### src/rtl/alu_pkg.sv
// Shared ALU definitions: operation encodings and the single evaluation function
// used by both the combinational ALU and the command-stream unit.
package alu_pkg;

  localparam int ALU_W = 4;

  localparam logic [2:0] OP_ADD = 3'b000;
  localparam logic [2:0] OP_SUB = 3'b001;
  localparam logic [2:0] OP_AND = 3'b010;
  localparam logic [2:0] OP_OR  = 3'b011;
  localparam logic [2:0] OP_XOR = 3'b100;
  localparam logic [2:0] OP_NOT = 3'b101;
  localparam logic [2:0] OP_SHL = 3'b110;
  localparam logic [2:0] OP_SHR = 3'b111;

  // Returns {carry, y}. Shifts widen by one bit so the last bit shifted out lands
  // in the extra position; counts >= ALU_W naturally flush the result to zero.
  function automatic logic [ALU_W:0] alu_eval(input logic [ALU_W-1:0] a,
                                               input logic [ALU_W-1:0] b,
                                               input logic [2:0]       sel);
    logic [ALU_W:0] r;
    logic [ALU_W:0] sh;
    r  = '0;
    sh = '0;
    case (sel)
      OP_ADD: r = {1'b0, a} + {1'b0, b};
      OP_SUB: r = {1'b0, a} - {1'b0, b};
      OP_AND: r = {1'b0, a & b};
      OP_OR:  r = {1'b0, a | b};
      OP_XOR: r = {1'b0, a ^ b};
      OP_NOT: r = {1'b0, ~a};
      OP_SHL: r = {1'b0, a} << b;
      OP_SHR: begin
        sh = {a, 1'b0} >> b;
        r  = {sh[0], sh[ALU_W:1]};
      end
      default: r = '0;
    endcase
    return r;
  endfunction

endpackage

### src/rtl/cmd_fifo.sv
// Command FIFO with extra-MSB pointers: equal pointers mean empty, pointers that
// differ only in the MSB mean full.
module cmd_fifo #(
  parameter int DW    = 11,
  parameter int DEPTH = 4
) (
  input  logic          clk,
  input  logic          rst_n,
  input  logic          push,
  input  logic [DW-1:0] din,
  input  logic          pop,
  output logic [DW-1:0] dout,
  output logic          full,
  output logic          empty
);

  localparam int AW = $clog2(DEPTH);
  localparam logic [AW:0] PTR_ONE = {{AW{1'b0}}, 1'b1};

  logic [DW-1:0] mem [DEPTH];
  logic [AW:0]   wr_ptr;
  logic [AW:0]   rd_ptr;
  logic          do_push;
  logic          do_pop;

  assign empty   = (wr_ptr == rd_ptr);
  assign full    = (wr_ptr[AW] != rd_ptr[AW]) && (wr_ptr[AW-1:0] == rd_ptr[AW-1:0]);
  assign do_push = push && !full;
  assign do_pop  = pop && !empty;
  assign dout    = mem[rd_ptr[AW-1:0]];

  always_ff @(posedge clk) begin
    if (!rst_n) begin
      wr_ptr <= '0;
      rd_ptr <= '0;
    end else begin
      if (do_push) wr_ptr <= wr_ptr + PTR_ONE;
      if (do_pop)  rd_ptr <= rd_ptr + PTR_ONE;
    end
  end

  // Storage needs no reset; occupancy is defined entirely by the pointers.
  always_ff @(posedge clk) begin
    if (do_push) mem[wr_ptr[AW-1:0]] <= din;
  end

endmodule

### src/rtl/alu_cmd_unit.sv
// Flow-controlled ALU: commands {A, B, sel} queue in a FIFO, execute into a single
// output register and leave as {Y, carry, zero} results; cmd_count tallies results.
module alu_cmd_unit
  import alu_pkg::*;
#(
  parameter int W     = ALU_W,
  parameter int DEPTH = 4
) (
  input  logic         clk,
  input  logic         rst_n,
  input  logic         cmd_valid,
  output logic         cmd_ready,
  input  logic [W-1:0] A,
  input  logic [W-1:0] B,
  input  logic [2:0]   sel,
  output logic         res_valid,
  input  logic         res_ready,
  output logic [W-1:0] Y,
  output logic         carry,
  output logic         zero,
  output logic [7:0]   cmd_count
);

  localparam int DW = 2 * W + 3;

  // Handshakes: a transfer happens on a rising edge where valid && ready. A source
  // holds valid and its payload until that transfer; ready never depends on valid.

  logic [DW-1:0] fifo_din;
  logic [DW-1:0] fifo_dout;
  logic          fifo_full;
  logic          fifo_empty;
  logic          push;
  logic          pop;
  logic [W-1:0]  head_a;
  logic [W-1:0]  head_b;
  logic [2:0]    head_sel;
  logic [W:0]    eval;

  assign cmd_ready = rst_n && !fifo_full;
  assign push      = cmd_valid && cmd_ready;
  // The output register refills whenever it is empty or being drained this edge.
  assign pop       = !fifo_empty && (!res_valid || res_ready);
  assign fifo_din  = {A, B, sel};
  assign {head_a, head_b, head_sel} = fifo_dout;
  assign eval      = alu_eval(head_a, head_b, head_sel);

  cmd_fifo #(
    .DW    (DW),
    .DEPTH (DEPTH)
  ) u_fifo (
    .clk   (clk),
    .rst_n (rst_n),
    .push  (push),
    .din   (fifo_din),
    .pop   (pop),
    .dout  (fifo_dout),
    .full  (fifo_full),
    .empty (fifo_empty)
  );

  always_ff @(posedge clk) begin
    if (!rst_n) begin
      res_valid <= 1'b0;
      Y         <= '0;
      carry     <= 1'b0;
      zero      <= 1'b0;
      cmd_count <= '0;
    end else begin
      if (pop) begin
        res_valid <= 1'b1;
        Y         <= eval[W-1:0];
        carry     <= eval[W];
        zero      <= (eval[W-1:0] == '0);
      end else if (res_ready) begin
        res_valid <= 1'b0;
      end
      if (res_valid && res_ready) cmd_count <= cmd_count + 8'd1;
    end
  end

endmodule

### config.mk
export PLATFORM = sky130hd
export DESIGN_NAME = alu_cmd_unit
export DESIGN_NICKNAME = d
export VERILOG_FILES = /design/src/rtl/alu_pkg.sv /design/src/rtl/cmd_fifo.sv /design/src/rtl/alu_cmd_unit.sv
export SDC_FILE = /design/constraint.sdc
export NUM_CORES = 1
export LEC_CHECK = 0
export ABC_AREA = 1
export CAP_MARGIN = 25
export CORE_AREA = 2 2 79 81
export DETAILED_ROUTE_END_ITERATION = 7
export DIE_AREA = 0 0 81 83
export PLACE_DENSITY = 0.83
export SYNTH_ARGS = -nofsm -noshare
export SYNTH_HDL_FRONTEND = slang
export SYNTH_HIERARCHICAL = 1
export SYNTH_SLANG_ARGS = --single-unit
### constraint.sdc
create_clock -name clk -period 7.6 [get_ports clk]
set_input_delay 2.28 -clock clk [delete_from_list [all_inputs] [get_ports clk]]
set_output_delay 2.28 -clock clk [all_outputs]
set_load 0.02 [all_outputs]
== Word level (Yosys, flattened, before mapping) ==
Memories as Yosys holds them, arrays and structs flattened. A register that Yosys moved wholly into a read port is not among the register bits.
Index checks and enable logic that the tools add are counted.

* Register bits after elaboration: 21
* Bits in writable memories: 44
* Bits of input ports: 15
* Logic and storage cells: 50
* Memories kept: 1

{| class="wikitable"
|+ Memories
! name !! depth !! bits a word !! rd ports !! clocked after Yosys merged registers in !! wr ports !! line !! RTL
|-
| u_fifo.mem || 4 || 11 || 1 || 1 || 1 || cmd_fifo.sv:20 || <nowiki>logic [DW-1:0] mem [DEPTH];</nowiki>
|}

* Add/sub/neg operators: 5
* Equal/unequal tests: 10
* Shift-type cells: 2
* Multiplexer cells: 7
* Bitwise operators: 4
* Reductions and logical operators: 14

{| class="wikitable"
|+ Operator list
! cell !! count
|-
| one-hot mux 5 bit (8 select lines) || 1
|-
| equality test 3 bit, second input constant || 4
|-
| adder 8 x 1 -> 8 bit, second input constant || 1
|-
| logical AND 1 bit || 7
|-
| adder 3 x 1 -> 3 bit, second input constant || 2
|-
| equality test 3 x 2 -> 1 bit, second input constant || 2
|-
| adder 4 x 4 -> 5 bit || 1
|-
| << shifter 4 x 4 -> 5 bit || 1
|-
| right shift 5 x 4 -> 5 bit || 1
|-
| subtractor 4 x 4 -> 5 bit || 1
|-
| AND 4 bit || 1
|-
| zero test 4 bit || 1
|-
| two-way mux 1 bit || 4
|-
| two-way mux 2 bit || 2
|-
| inverter 4 bit || 1
|-
| bitwise OR 4 bit || 1
|-
| XOR 4 bit || 1
|-
| equality test 3 x 1 -> 1 bit, second input constant || 1
|-
| equality test 3 bit || 1
|-
| zero test 1 bit || 3
|-
| zero test 3 bit || 1
|-
| equality test 2 bit || 1
|-
| nonzero test 2 bit || 1
|-
| logical OR 1 bit || 1
|-
| != test 1 bit || 1
|}

== Longest topological paths before layout ==
* Depth in word-level cells: 8
* Depth in mapped cells: 19
* Depth with buffers taken out: 17

== By module ==
Netlist, hierarchy kept.

{| class="wikitable"
|+ By module, submodules not included
! module !! times used !! cells each !! area an instance (µm²) !! seq. area each (µm²)
|-
| cmd_fifo || 1 || 182 || 2120.8 || 1481.4
|-
| alu_cmd_unit || 1 || 222 || 1438.9 || 300.3
|}

== Worst setup path after synthesis ==
OpenSTA, ideal clock, no wires.

* Kind: input to output
* Start: input rst_n
* End: output cmd_ready
* Data arrival time: 2981 ps
* Required time: 5320 ps
* Path slack: 2339 ps
* Cell stages on the path: 3
* Path through: clkbuf_1 > inv_1 > nor2_1

* Cells in the longest elaborated chain, start to end: 1

{| class="wikitable"
|+ RTL lines
! what !! line !! RTL
|-
| start: declaration || alu_cmd_unit.sv:10 || <nowiki>input logic rst_n,</nowiki>
|-
| logical AND 1 bit || alu_cmd_unit.sv:40 || <nowiki>assign cmd_ready = rst_n && !fifo_full;</nowiki>
|-
| end: declaration || alu_cmd_unit.sv:12 || <nowiki>output logic cmd_ready,</nowiki>
|}

Every way passes these cells.

== Final worst setup path ==
Ends and elaborated chain as after synthesis.

==> results.toml <==
[power]
power.leakage_nw = 1.672
p_per_area_nw_per_um2 = 395.2
vdd_drop_max_mv = 0.2841

[synthesis]
avgSynthCellArea_um2 = 8.811
yosysSeqAreaShare_pct = 50.05
syn_area_um2 = 3560
synth_top_area_share_pct = 37.12
ys_ff_latch = 67
syn-num-nets = 440
synth_area_leader_cell = "edfxtp_1"
synth_area_leaders = "edfxtp_1 37%, dfxtp_1 13%, nand2_1 7.4%"
yosys_warnings = 6
synth_cell_types = 35
syn_inst = 404

[sta]
period_minus_slack_ps = 6483
fin_ws_ps = 1117
fmax_ghz = 0.1543
setup-tns-final_ps = 0
finalMaxSlewViolations = 0
post-route-period-util_pct = 85.30
skew_ps = 10.48
finalSetupViolations = 0
hold_violations = 0
holdWs_ps = 475.1
slew_headroom_pct = 32.79
worst_pin_slew_ps = 1004
rsz0062_at_grt = "false"

[run]
maxCapViolations = 0

[finish]
drive_gt1_share_pct = 8.636
synthToLayoutAreaGrowth_pct = 14.10
final_nets = 471
diodes = 0
fillers = 461
finalInstanceArea_um2 = 4061
instances_no_fill = 515

[place]
finalWeightedCongestion = 0.8532
place.port_buffers = 30
post-place-ws_ps = 1105
hpwlAfterDp_um = 5203
placed_area_um2 = 3892
post-place-cells = 499

[outcome]
status = "finished clean"

[clocking]
insertion_delay_ps = 340
ctsResizeCount = 0
cts_sinks = 67
cts-buffers-inserted = 9
cts.path.max_buffers = 2
cts_setup_buffers = 0
cts_tree = "yes"
cts_hold_buf = 0
clockRootBuffer = "clkbuf_8"
htreeDepth = 3
cts.reportedPaths.clkPinSlew_ps = 70

[global_routing]
grt_pass1_wl_um = 11580
globalRouteOverflowTotal = 0
grt_pass1_vias = 2630
antenna_found_initial = 0
gr-max-usage-layer = "met2"
grt_max_degree = 24
track_usage_pct = 22.30
grt_use_met2_pct = 37.19
use_met3_pct = 5.435
grt.met1_usage_pct = 28.27

[routing]
dr.first_iter.drc_count = 139
vias = 2860
postRouteAntennaNets = 0
drt_pass1_iterations = 5
via_per_inst = 5.553
drc = 0
wirelength_um = 7263
drt-wirelength-per-cell_um = 14.10

[worst_setup_path]
critical_path_class = "in -> out"
startpoint_type = "input port"
r2r_cells = 17
cp_data_arrival_time_ps = 4200
cp_max_fo = 16
endpoint_kind = "output port"
worstPathRequired_ps = 5320

[floorplanning]
io_pins = 31
die_area_um2 = 6723
core_um2 = 5816
initial_core_util_pct = 61.21
num_rows = 28
fp.dieW_um = 81
die_h_um = 83

[hold_path]
worst_hold_path_type = "reg -> reg"
hold_depth = 1
layer usage:
metal	wire, µm	vias up
met2	3639	90
met1	3187	1340
met3	385	8
li1	-	1422
met5	0	-
met4	50	0
critical path, cell delays in order:
cell and delay [ps]:
clkdlybuf4s50_1 820, inv_1 300, nor2_1 180, clkdlybuf4s50_1 620
per-stage QoR:
stage | utilization (%) | power, mW
floorplan | - | 1.173
global placement | 66.93 | 1.325
detailed placement | 66.93 | 1.355
CTS | 69.84 | 1.605
global route | 69.84 | 1.750
finish | 69.84 | 1.605
state kept, by name, indices dropped and copies added (netlist names), named ones only:
signal         flops
cmd_count          8
zero               1
carry              1
u_fifo/mem        44
Y                  4
u_fifo/wr_ptr      3
res_valid          1
u_fifo/rd_ptr      3
cells in the mapped netlist, drive strengths merged:
cell type and instances:
a21oi 19, a31oi 2, buf 6, clkbuf 4
dfxtp 23, edfxtp 44, fa 1, ha 20
inv 51, nand2 75, nand3 27, nand4 5
nor2 67, nor3 1, nor3b 1, o211a 1
o211ai 2, o21a 1, o21ai 35, o22ai 13
o31ai 1, xor2 5
placed cells by master (no fill, tap or decap), types with 2 or more instances in the layout:
master           instances
ha_1                    20
o21ai_1                  2
xor2_1                   5
clkbuf_8                 9
clkdlybuf4s50_1         30
nand3_2                  3
o211ai_1                 2
dfxtp_1                 23
inv_1                   47
a21oi_1                 16
nand3_1                 22
inv_2                    3
o22ai_1                 13
o21ai_0                 32
nand4_1                  5
clkinv_2                 2
a31oi_1                  2
clkinvlp_4               3
nand2_2                  5
nand3_4                  2
edfxtp_1                44
nor2_2                   2
nor2_1                  63
nand2_1                 70
a21oi_2                  3
nor2_4                   2
cell type report:
class                      count  area, µm²  share of cell area, %
tap                           75      93.84                  2.311
sequential                    67       1782                  43.87
clock buffer                   9      123.9                  3.050
inverter                      51      193.9                  4.775
timing repair buffer          30      300.3                  7.394
multi-input combinational    276       1523                  37.49
clock inverter                 7      45.04                  1.109
power breakdown:
part	switching, mW	internal, mW
clock network	0.133	0.116
registers	0.0405	0.420
logic	0.581	0.316
total	0.754	0.852
logic make-up after synthesis:
| logic type | count (synthesis) | synth area share (%) |
|---|---|---|
| XOR/XNOR | 5 | 1.230 |
| adder cells (fa/ha/maj) | 21 | 7.592 |
| buffers and inverters | 61 | 7.170 |
| flip-flops | 67 | 50.05 |
| AO/OA/AOI/OAI | 74 | 11.78 |
| AND/OR/NAND/NOR | 176 | 22.18 |
path summary, 6_finish.rpt:
path / startpoint / to / slack, ps
worst max-delay path: rst_n / cmd_ready / 1120
worst min-delay path: cmd_count[6]$_SDFFE_PN0P_ / cmd_count[6]$_SDFFE_PN0P_ / 480
worst max register to register: flip-flop / zero$_SDFFE_PN0P_ / 3560
worst min register to register: cmd_count[6]$_SDFFE_PN0P_ / cmd_count[6]$_SDFFE_PN0P_ / 480
Note: power is estimated with default switching activity, not from simulation.
